## src/rtl/mine_mem_arbiter.sv

```systemverilog
// mine_mem_arbiter
// Arbitrates a single-port 1-bit mine memory between three requesters and
// runs a full clear sweep on request.
//   clk, rst (async, active low)
//   clr_start / clr_done / busy : clear sweep request, completion pulse, activity
//   p_*   : placer writes, strict priority
//   r_*   : reveal reads/writes, round-robin with display
//   d_*   : display reads, round-robin with reveal
//   x_gnt : registered grant pulses, one cycle after the request is sampled
//   x_rdata / x_rvalid : read return, two cycles after the grant
//   mem_addr / mem_din / mem_wren : registered memory drive; mem_q : read data
module mine_mem_arbiter #(
    parameter int ADDR_W = 8,
    parameter int DEPTH  = 256
) (
    input  logic              clk,
    input  logic              rst,
    input  logic              clr_start,
    output logic              clr_done,
    input  logic              p_req,
    input  logic [ADDR_W-1:0] p_addr,
    input  logic              p_din,
    input  logic              r_req,
    input  logic              r_we,
    input  logic [ADDR_W-1:0] r_addr,
    input  logic              r_din,
    input  logic              d_req,
    input  logic [ADDR_W-1:0] d_addr,
    output logic              p_gnt,
    output logic              r_gnt,
    output logic              d_gnt,
    output logic              r_rdata,
    output logic              r_rvalid,
    output logic              d_rdata,
    output logic              d_rvalid,
    output logic [ADDR_W-1:0] mem_addr,
    output logic              mem_din,
    output logic              mem_wren,
    input  logic              mem_q,
    output logic              busy
);

    // state | meaning
    // IDLE  | arbitrate p / r / d requests
    // CLEAR | write 0 to one address per cycle, no grants
    // CDONE | single cycle, clr_done asserted
    typedef enum logic [1:0] {IDLE, CLEAR, CDONE} state_t;

    localparam logic [ADDR_W:0] LAST_CNT = (ADDR_W + 1)'(DEPTH);

    state_t            state_q, state_d;
    // Holds the next sweep address; one extra bit so DEPTH = 2^ADDR_W is reachable.
    logic [ADDR_W:0]   cnt_q, cnt_d;
    // 1 when d was served last, so r wins the next tie.
    logic              rr_last_d_q, rr_last_d_d;

    logic              p_g, r_g, d_g;
    logic [ADDR_W-1:0] addr_d;
    logic              din_d, wren_d;
    logic              rd_v, rd_id;

    // Tag pipeline: stage 0 lines up with the memory address cycle,
    // stage 1 with the cycle mem_q is valid. id 0 = reveal, 1 = display.
    logic              t0_v, t0_id, t1_v, t1_id;

    always_ff @(posedge clk or negedge rst) begin
        if (!rst) begin
            state_q     <= IDLE;
            cnt_q       <= '0;
            rr_last_d_q <= 1'b1;
        end else begin
            state_q     <= state_d;
            cnt_q       <= cnt_d;
            rr_last_d_q <= rr_last_d_d;
        end
    end

    always_comb begin
        state_d     = state_q;
        cnt_d       = cnt_q;
        rr_last_d_d = rr_last_d_q;
        p_g         = 1'b0;
        r_g         = 1'b0;
        d_g         = 1'b0;
        addr_d      = '0;
        din_d       = 1'b0;
        wren_d      = 1'b0;
        rd_v        = 1'b0;
        rd_id       = 1'b0;
        case (state_q)
            IDLE: begin
                if (clr_start) begin
                    state_d = CLEAR;
                    addr_d  = '0;
                    wren_d  = 1'b1;
                    cnt_d   = (ADDR_W + 1)'(1);
                end else if (p_req) begin
                    p_g    = 1'b1;
                    addr_d = p_addr;
                    din_d  = p_din;
                    wren_d = 1'b1;
                end else if (r_req && (!d_req || rr_last_d_q)) begin
                    r_g         = 1'b1;
                    addr_d      = r_addr;
                    din_d       = r_we & r_din;
                    wren_d      = r_we;
                    rd_v        = !r_we;
                    rd_id       = 1'b0;
                    rr_last_d_d = 1'b0;
                end else if (d_req) begin
                    d_g         = 1'b1;
                    addr_d      = d_addr;
                    rd_v        = 1'b1;
                    rd_id       = 1'b1;
                    rr_last_d_d = 1'b1;
                end
            end
            CLEAR: begin
                if (cnt_q == LAST_CNT) begin
                    state_d = CDONE;
                end else begin
                    addr_d = cnt_q[ADDR_W-1:0];
                    wren_d = 1'b1;
                    cnt_d  = cnt_q + 1'b1;
                end
            end
            CDONE: begin
                state_d = IDLE;
            end
            default: begin
                state_d = IDLE;
            end
        endcase
    end

    always_ff @(posedge clk or negedge rst) begin
        if (!rst) begin
            p_gnt    <= 1'b0;
            r_gnt    <= 1'b0;
            d_gnt    <= 1'b0;
            mem_addr <= '0;
            mem_din  <= 1'b0;
            mem_wren <= 1'b0;
            t0_v     <= 1'b0;
            t0_id    <= 1'b0;
            t1_v     <= 1'b0;
            t1_id    <= 1'b0;
            r_rvalid <= 1'b0;
            r_rdata  <= 1'b0;
            d_rvalid <= 1'b0;
            d_rdata  <= 1'b0;
        end else begin
            p_gnt    <= p_g;
            r_gnt    <= r_g;
            d_gnt    <= d_g;
            mem_addr <= addr_d;
            mem_din  <= din_d;
            mem_wren <= wren_d;
            t0_v     <= rd_v;
            t0_id    <= rd_id;
            t1_v     <= t0_v;
            t1_id    <= t0_id;
            r_rvalid <= t1_v && !t1_id;
            d_rvalid <= t1_v && t1_id;
            if (t1_v && !t1_id) r_rdata <= mem_q;
            if (t1_v && t1_id)  d_rdata <= mem_q;
        end
    end

    assign busy     = (state_q != IDLE);
    assign clr_done = (state_q == CDONE);

endmodule

```

## config.mk

```make
export PLATFORM = sky130hd
export DESIGN_NAME = mine_mem_arbiter
export DESIGN_NICKNAME = d
export VERILOG_FILES = /design/src/rtl/mine_mem_arbiter.sv
export SDC_FILE = /design/constraint.sdc
export NUM_CORES = 1
export LEC_CHECK = 0
export CORE_MARGIN = 2
export CORE_UTILIZATION = 44
export DETAILED_ROUTE_END_ITERATION = 8
export PLACE_DENSITY = 0.74
export SLEW_MARGIN = 20
export SYNTH_ARGS = -nofsm -noshare
export SYNTH_HDL_FRONTEND = slang
export SYNTH_SLANG_ARGS = --single-unit
```

## constraint.sdc

```tcl
create_clock -name clk -period 2.1 [get_ports clk]
set_input_delay 0.21 -clock clk [delete_from_list [all_inputs] [get_ports clk]]
set_output_delay 0.21 -clock clk [all_outputs]
set_load 0.01 [all_outputs]
```

# Word level (Yosys, flattened, before mapping)

Cells that the tools add are included.

Register bits after elaboration: 32
Input port bits: 34
Output and inout bits: 19
Logic and storage cells: 79

Add/subtract/negate cells: 1
Eq/ne operators: 6
Mux-type cells: 39
Bitwise operators: 3
Reductions and logical operators: 14

Operator list:

| kind                                                                  | count |
|---|---|
| 8-bit two-way mux                                                     | 5 |
| 1-bit two-way mux                                                     | 26 |
| 9-bit two-way mux                                                     | 2 |
| 9-bit one-hot mux with 2 select lines                                 | 1 |
| 8-bit one-hot mux with 2 select lines                                 | 1 |
| 9-bit by 1-bit adder with 9-bit output, second input constant         | 1 |
| 9-bit equality test, second input constant                            | 1 |
| 2-bit != test, second input constant                                  | 3 |
| 2-bit nonzero test                                                    | 3 |
| 2-bit two-way mux                                                     | 2 |
| 2-bit one-hot mux with 2 select lines                                 | 1 |
| 4-bit AND reduction                                                   | 1 |
| 1-bit logical AND                                                     | 3 |
| 1-bit logical NOT                                                     | 3 |
| 3-bit AND reduction                                                   | 1 |
| 2-bit by 1-bit equality test with 1-bit output, second input constant | 1 |
| 2-bit equality test, second input constant                            | 1 |
| 2-bit logical NOT                                                     | 1 |
| 1-bit inverter                                                        | 2 |
| 1-bit one-hot mux with 2 select lines                                 | 1 |
| 2-bit AND reduction                                                   | 1 |
| 1-bit bitwise AND                                                     | 1 |
| 1-bit logical OR                                                      | 1 |

# Depth between registers and ports, before layout

Gate-level depths: netlist (run 1).

Depth after elaboration: 7
Mapped depth: 7
Mapped depth without buffers: 6

# Worst setup path before layout (run 1)

OpenSTA, ideal clock, no wires.

Kind: register to register
Start: register cnt_q[2]
End: register cnt_q[0]
Setup time: 0.079 ns
Arrival: 1.640 ns
Required time: 2.021 ns
Path slack: 0.381 ns
Cell stages (with the launch flop): 5
Buffers on the path: 0
Period minus slack after synthesis: 1.719 ns
Cell sequence: dfrtp_1 or4_4 or4_4 nand2_4 mux2i_1

Word-level cells in the longest chain between the ends: 3

RTL lines:

| what                          | line | text |
|---|---|---|
| start: declaration            | 53   | `logic [ADDR_W:0] cnt_q, cnt_d;` |
| start signal: assignment      | 73   | `cnt_q <= cnt_d;` |
| 9-bit equality test           | 119  | `if (cnt_q == LAST_CNT) begin` |
| 2-bit != test (no line)       | --   |  |
| 3-bit AND reduction (no line) | --   |  |

No other way between the ends.
A chain may end at the register's enable or synchronous reset.

# Final worst setup path (run 1)

Start: register cnt_q[2]
End: register state_q[0]

Word-level cells in the longest chain between the ends: 3

RTL lines:

| what                          | line | text |
|---|---|---|
| 9-bit equality test           | 119  |  |
| 2-bit != test (no line)       | --   |  |
| 2-bit AND reduction (no line) | --   |  |
| end signal: assignment        | 72   | `state_q <= state_d;` |
| end: declaration              | 51   | `state_t state_q, state_d;` |

No other way between the ends.

==> impl_metrics.tcl, run 1 <==
set metrics [dict create \
    yosys.area_share.simple_pct 19.80 \
    min_period_over_period_pct 87.19 \
    drive_gt1_share_pct 13.59 \
    die_y_um 62.83 \
    holdWs_ps 279.0 \
    track_usage_pct 21.06 \
    cpMaxStageDelayCell "or4_4" \
    syn_area_per_cell_sq_um 10.29 \
    instances_no_fill 252 \
    synth_top_family_by_area "simple AND/OR/NAND/NOR gates" \
    cts_tree "done" \
    antenna_found_initial 0 \
    drtIter0Drc 39 \
    synth_top_area_cell "dfrtp_1" \
    synth-adder-area-share_pct 1.643 \
    cp_max_fo 7 \
    dieArea_sq_um 3947 \
    area_growth_pct 42.89 \
    postRouteAntennaNets 0 \
    reg_top3 "cnt_q (9), mem_addr (8), state_q (2)" \
    fin_util_pct 65.20 \
    wl_um 3902 \
    synth_compound_area_share_pct 17.91 \
    yosysUniqueCellTypes 43 \
    pwr_density_cell_nw_per_um2 922.3 \
    pin_count 53 \
    reg2reg_slack_ps 270 \
    ff2ff_path_depth 4 \
    postSynth.asyncResetShare_pct 100.0 \
    rsz0062_at_grt "no" \
    clk_latency_ps 330 \
    synth.area.top_cells "dfrtp_1 (51%), a21oi_1 (3.6%), nand2_1 (3.2%)" \
    fin_tns_setup_ps 0 \
    synth_edf_count 0 \
    placedCellCount 244 \
    htree_levels 2 \
    highest_layer "met4" \
    timing.rr.start "cnt_q[2]" \
    skew_ps 8.496 \
    cp_slowest_stage_delay_ps 570 \
    place_congestion 0.9064 \
    r2r_end "state_q[0]" \
    row_count 21 \
    final_cell_mix "clkdlybuf4s50_1 (52), dfrtp_1 (31), nand2_1 (13), a21oi_1 (11), nor2_1 (11)" \
    slew_violations 0 \
    crit_type "flip-flop to flip-flop" \
    setup_viol 0 \
    io_buffers 52 \
    overflow 0 \
    filler_cell_count 303 \
    timing.final.hold_violations 0 \
    dr_wl_met3_um 192 \
    drc 0 \
    critPathArrivalTime_ps 2050 \
    max-vdd-ir-drop_v 0.0006692 \
    clkTransAtPathRegs_ps 110 \
    power.total_mw 2.007 \
    relSlewSlack_pct 68.12 \
    worstPathCellList "or4_4 -> nor4_2 -> nor2_1 -> or2_2" \
    ys_seq_elements 32 \
    grt_pass1_vias 1387 \
    cp-end-kind "flip-flop" \
    grt_pass1_wl_um 6541 \
    start_kind "flip-flop" \
    syn-num-nets 184 \
    die_width_um 62.83 \
    dp_hpwl_um 2967 \
    status "complete, no violations" \
    antenna_cells 0 \
    vias 1367 \
    numCtsBuffers 5 \
    syn_inst 148 \
    grt_max_degree 33 \
    largest_reg_flops 9 \
    start_util_pct 45.63 \
    syn_area_sq_um 1523 \
    cts_root_buf "clkbuf_4" \
    drt-pass1-iter-count 4 \
    cts_resized 0 \
    power.leakage_nw 0.9050 \
    min_period_ps 1831 \
    crit_required_ps 2320 \
    netlist.area_leader.share_pct 50.94 \
    wl_per_cell_um 15.48 \
    m1WireLength_um 1680 \
    max_freq_ghz 0.5462 \
    synthMuxAreaShare_pct 2.136 \
    viasPerCell 5.425 \
    cts_hold_buf 0 \
    tightestPinTransition_ps 476.1 \
    synth-main-ff-cell "dfrtp_1" \
    post_cts_buffers 0 \
    route.met2.wl_um 1991 \
    clock-sinks 32 \
    synth_xor_area_share_pct 2.301 \
    yosysSeqAreaShare_pct 52.67 \
    clk_path_buf_depth 2 \
    cap_violations 0 \
    final_common_cell "clkdlybuf4s50_1" \
    yosysWarnings 0 \
    largest-register "cnt_q" \
    nNetsFinal 241 \
    fp.coreArea_sq_um 3337 \
    hold_path.class "input port to async pin" \
]
synthesized netlist by cell type (3+ instances only):
| library cell | instances |
|---|---|
| inv_1 | 4 |
| o21ai_0 | 5 |
| clkbuf_1 | 7 |
| dfrtp_1 | 31 |
| or3_1 | 3 |
| nor2_1 | 11 |
| a22oi_1 | 6 |
| o22ai_1 | 4 |
| a31oi_1 | 7 |
| nand2_1 | 13 |
| a21oi_1 | 11 |
| xnor2_1 | 3 |
| nor3_1 | 4 |
worst max path at each step:
stage | from | endpoint | slack [ps] | depth (start not counted)
after floorplan | cnt_q[2] | cnt_q[0] | 380 | 4
after global placement | cnt_q[2] | state_q[0] | 330 | 4
after detailed placement | cnt_q[2] | state_q[0] | 310 | 4
after CTS | cnt_q[2] | cnt_q[0] | 290 | 4
after global routing | cnt_q[2] | cnt_q[0] | 200 | 4
final | cnt_q[2] | state_q[0] | 270 | 4
where the power goes:
| part | total [mW] | switching (mW) | leakage [nW] | internal [mW] |
|---|---|---|---|---|
| Clock | 0.372 | 0.213 | 0.0380 | 0.159 |
| Sequential | 0.899 | 0.130 | 0.418 | 0.769 |
| Combinational | 0.736 | 0.337 | 0.450 | 0.399 |
| Total | 2.01 | 0.680 | 0.905 | 1.33 |
worst max-delay path: cells and delay by family (launching register included):
kind             cells  cell delay (ps)
AND/OR/NAND/NOR      4             1270
flip-flops           1              460
routing by layer:
metal / vias to the layer above / track usage (%)
li1: 650 / -
met1: 665 / 27.11
met2: 48 / 35.89
met3: 4 / 4.505
met4: 0 / 5.833
met5: - / 0
layout make-up:
cell class                 count  area, sq um  share of cell area (%)
clock buffer                   6        51.30                   2.358
clock inverter                 2        10.01                  0.4600
inverter                       4        15.01                  0.6901
multi-input combinational    103        666.9                   30.65
sequential                    32        802.0                   36.86
tap                           46        57.56                   2.645
timing repair buffer          59        573.1                   26.34
metrics by stage:
step,setup slack (ps),cell area [sq um]
floorplan,380.7,1523
global placement,334.1,2115
detailed placement,312.3,2115
CTS,288.5,2176
global route,196.2,2176
finish,269.1,2176
kinds of logic (layout without fill, tap and decap cells):
logic type / after synthesis / count (layout)
buf+inv: 13 / 71
simple gates: 52 / 52
mux: 3 / 3
flops: 32 / 32
compound gates: 42 / 42
fa+ha+maj: 2 / 2
xor+xnor: 4 / 4
(Power assumes the default switching activity.)
==> run 2: changes to the inputs <==
Clock period 2.1 ns to 1.85 ns, I/O delays scaled along.
==> impl_metrics.tcl, run 2 (same netlist as run 1, synthesis figures left out) <==
set metrics [dict create \
    pre_cts_slack_ps 90.44 \
    start_util_pct 45.63 \
    drive_gt1_share_pct 14.83 \
    row_count 21 \
    crit_buf_inv 0 \
    clock-sinks 32 \
    max_freq_ghz 0.5555 \
    cts_tree "done" \
    largest_reg_flops 9 \
    pwr_density_cell_nw_per_um2 1048 \
    cp_max_fo 5 \
    htree_levels 2 \
    instances_no_fill 255 \
    worstPathCellList "or4_4 -> or4_4 -> nand2_4 -> mux2i_1" \
    max-vdd-ir-drop_v 0.0005789 \
    final_common_cell "clkdlybuf4s50_1" \
    fp.coreArea_sq_um 3337 \
    drt-pass1-iter-count 4 \
    min_period_ps 1800 \
    holdWs_ps 190.4 \
    drc 0 \
    hold_path.class "input port to async pin" \
    fin_tns_setup_ps 0 \
    setup_ws_ps 49.95 \
    postRouteAntennaNets 0 \
    clkTransAtPathRegs_ps 100 \
    cp_slowest_stage_delay_ps 540 \
    antenna_cells 0 \
    power.leakage_nw 0.9243 \
    post_cts_buffers 0 \
    area_growth_pct 45.19 \
    grt_max_degree 24 \
    placedCellCount 247 \
    clk_latency_ps 330 \
    numCtsBuffers 5 \
    vias 1359 \
    slew_violations 0 \
    cap_violations 0 \
    pin_count 53 \
    cpMostUsedCell "or4_4" \
    skew_ps 10.04 \
    cts_root_buf "clkbuf_4" \
    drtIter0Drc 64 \
    cts_hold_buf 0 \
    wl_um 3968 \
    dieArea_sq_um 3947 \
    clk_path_buf_depth 2 \
    critPathTopFamily "simple AND/OR/NAND/NOR gates" \
    final_cell_mix "clkdlybuf4s50_1 (52), dfrtp_1 (31), nand2_1 (13), a21oi_1 (11), nor2_1 (11)" \
    timing.final.hold_violations 0 \
    start_kind "flip-flop" \
    reg_top3 "cnt_q (9), mem_addr (8), state_q (2)" \
    nNetsFinal 244 \
    tightestPinTransition_ps 537.5 \
    grt_pass1_wl_um 6762 \
    viasPerCell 5.329 \
    wl_per_cell_um 15.56 \
    grt_pass1_vias 1431 \
    largest-register "cnt_q" \
    rsz0062_at_grt "no" \
    relSlewSlack_pct 64.05 \
    min_period_over_period_pct 97.30 \
    die_width_um 62.83 \
    cp-end-kind "flip-flop" \
    setup_viol 0 \
    cpMaxStageDelayCell "or4_4" \
    crit_type "flip-flop to flip-flop" \
    crit_required_ps 2110 \
    critPathArrivalTime_ps 2060 \
    track_usage_pct 22.16 \
    overflow 0 \
    filler_cell_count 275 \
    status "complete, no violations" \
    die_y_um 62.83 \
    cts_resized 0 \
    antenna_found_initial 0 \
    place_congestion 0.8391 \
    dp_hpwl_um 3067 \
    io_buffers 52 \
]
## run 2: cell types whose count changed in the layout (fill, tap and decap cells not counted), sizes merged
cell / change
buf: +3
## run 2: final timing paths
path | from | end | slack, ps | cells after the start
max in group asynchronous | rst | cnt_q[1] | 1140 | 2
min in group clk | t0_v | t1_v | 370 | 0
min | rst | cnt_q[2] | 190 | 1
min reg2reg | t0_v | t1_v | 370 | 0
max reg2reg | cnt_q[3] | cnt_q[0] | 50 | 4
max | cnt_q[3] | cnt_q[0] | 50 | 4
## run 2: report_power, final
part	leakage, nW	internal (mW)	total [mW]	switching, mW
Combinational	0.469	0.486	0.914	0.428
Clock	0.0380	0.181	0.416	0.236
Sequential	0.418	0.873	0.986	0.113
Total	0.924	1.54	2.32	0.777
## run 2: area by class of cell
class,count,area [sq um],share of cell area (%)
sequential,32,802.0,36.28
multi-input combinational,103,666.9,30.16
timing repair buffer,62,608.1,27.50
tap,46,57.56,2.603
clock buffer,6,51.30,2.320
inverter,4,15.01,0.6791
clock inverter,2,10.01,0.4527
## run 2: per-layer routing
metal	track usage, %	up-vias	routed length, um
met3	5.405	6	178
met5	0	-	0
met1	27.41	659	1688
met4	8.056	0	58
met2	37.63	43	2042
li1	-	651	-
## run 2: stage by stage
step | utilization [%] | power (mW) | instance area (sq um)
6_report | 66.25 | 2.316 | 2211
3_3_place_gp | 64.42 | 1.865 | 2150
3_5_place_dp | 64.42 | 1.900 | 2150
4_1_cts | 66.25 | 2.333 | 2211
2_1_floorplan | - | 1.464 | 1523
5_1_grt | 66.25 | 2.469 | 2211
==> run 3: changes to the inputs <==
Settings changed: CAP_MARGIN set to 40, CELL_PAD_IN_SITES_DETAIL_PLACEMENT set to 1, CELL_PAD_IN_SITES_GLOBAL_PLACEMENT set to 2, CORE_UTILIZATION 44 to 27, GPL_ROUTABILITY_DRIVEN set to 0, PLACE_DENSITY 0.74 to 0.75.
==> impl_metrics.tcl, run 3 (same netlist as run 1, synthesis figures left out) <==
set metrics [dict create \
    area_growth_pct 51.44 \
    drc 0 \
    power.total_mw 2.602 \
    grt_pass1_wl_um 7631 \
    tightestPinTransition_ps 509.3 \
    die_width_um 79.10 \
    hold_path.class "input port to async pin" \
    grt_pass1_vias 1511 \
    drt-pass1-iter-count 4 \
    cap_violations 0 \
    cts_hold_buf 0 \
    start_kind "flip-flop" \
    pwr_density_cell_nw_per_um2 1128 \
    die_y_um 79.10 \
    fp.coreArea_sq_um 5473 \
    timing.final.hold_violations 0 \
    row_count 27 \
    overflow 0 \
    max-vdd-ir-drop_v 0.0005042 \
    dieArea_sq_um 6256 \
    clk_latency_ps 290 \
    status "complete, no violations" \
    cp-end-kind "flip-flop" \
    dp_hpwl_um 3606 \
    pin_count 53 \
    setup_viol 0 \
    final_cell_mix "clkdlybuf4s50_1 (52), dfrtp_1 (30), nand2_1 (13), buf_4 (12)" \
    start_util_pct 27.82 \
    crit_type "flip-flop to flip-flop" \
    cp_max_fo 5 \
    rsz0062_at_grt "no" \
    antenna_cells 0 \
    io_buffers 52 \
    min_period_over_period_pct 97.25 \
    largest_reg_flops 9 \
    cts_tree "done" \
    final_common_cell "clkdlybuf4s50_1" \
    wl_um 4694 \
    cts_root_buf "clkbuf_8" \
    clock-sinks 32 \
    numCtsBuffers 5 \
    largest-register "cnt_q" \
    nNetsFinal 246 \
    wl_per_cell_um 16.59 \
    viasPerCell 4.993 \
    htree_levels 2 \
    track_usage_pct 16.09 \
    vias 1413 \
    fin_util_pct 42.14 \
    cts_resized 0 \
    critPathArrivalTime_ps 2010 \
    clkTransAtPathRegs_ps 70 \
    power.leakage_nw 0.9444 \
    grt_max_degree 33 \
    pre_cts_slack_ps 86.88 \
    setup_ws_ps 50.95 \
    slew_violations 0 \
    max_freq_ghz 0.5559 \
    min_period_ps 1799 \
    crit_required_ps 2060 \
    post_cts_buffers 0 \
    relSlewSlack_pct 65.90 \
    reg_top3 "cnt_q (9), mem_addr (8), state_q (2)" \
    antenna_found_initial 0 \
    holdWs_ps 302.1 \
    drtIter0Drc 47 \
    drive_gt1_share_pct 16.11 \
    clk_path_buf_depth 2 \
    skew_ps 3.998 \
    postRouteAntennaNets 0 \
    fin_tns_setup_ps 0 \
]
==> run 3: cell types whose count changed in the layout (fill, tap and decap cells not counted) <==
cell / delta
clkbuf_4: -5
clkbuf_8: +4
buf_4: +3
buf_12: -1
bufinv_16: +1
clkinv_2: -1
clkinvlp_4: +1
dfrtp_1: -1
dfrtp_2: +1
nor4_2: -1
nor4_4: +1
==> run 3: final timing paths <==
check	start	to	slack (ps)	cells after the start
worst max register to register	cnt_q[3]	cnt_q[0]	50	4
max in group asynchronous	rst	rr_last_d_q	1220	2
worst min-delay path	rst	r_rvalid	300	2
min in group clk	t0_v	t1_v	360	0
worst max-delay path	cnt_q[3]	cnt_q[0]	50	4
worst min register to register	t0_v	t1_v	360	0
==> run 3: final cells by class <==
| type | instances | area (sq um) |
|---|---|---|
| clock buffers | 5 | 68.82 |
| clock inverters | 3 | 42.54 |
| fillers | 637 | 3167 |
| inverters | 4 | 15.01 |
| multi-input cells | 103 | 675.6 |
| flip-flops and latches | 32 | 803.3 |
| well taps | 72 | 90.09 |
| repair buffers | 64 | 610.6 |
==> run 3: through the flow <==
step	cells	area, sq um
global placement	275	2185
detailed placement	275	2185
global route	283	2306
CTS	283	2296
floorplan	148	1523
finish	283	2306
==> run 3: critical path, stage by stage, from the launching register on <==
cell and delay (ps):
dfrtp_2 440, or4_4 540, or4_4 450, nand2_4 110
mux2i_1 180
==> run 3: where the power goes <==
group	internal (mW)	leakage, nW	total, mW	switching, mW
Clock	0.398	0.0541	0.679	0.281
Combinational	0.483	0.474	0.926	0.443
Sequential	0.876	0.416	0.997	0.121
Total	1.76	0.944	2.60	0.845
==> run 3: layer usage <==
layer	vias to the layer above	wire length, um	share of wire (%)	track usage (%)
met5	-	0	0	0
met2	42	2318	49	26.86
met1	700	2054	44	20.09
li1	661	-	-	-
met4	0	101	2.2	5.862
met3	10	220	4.7	4.091
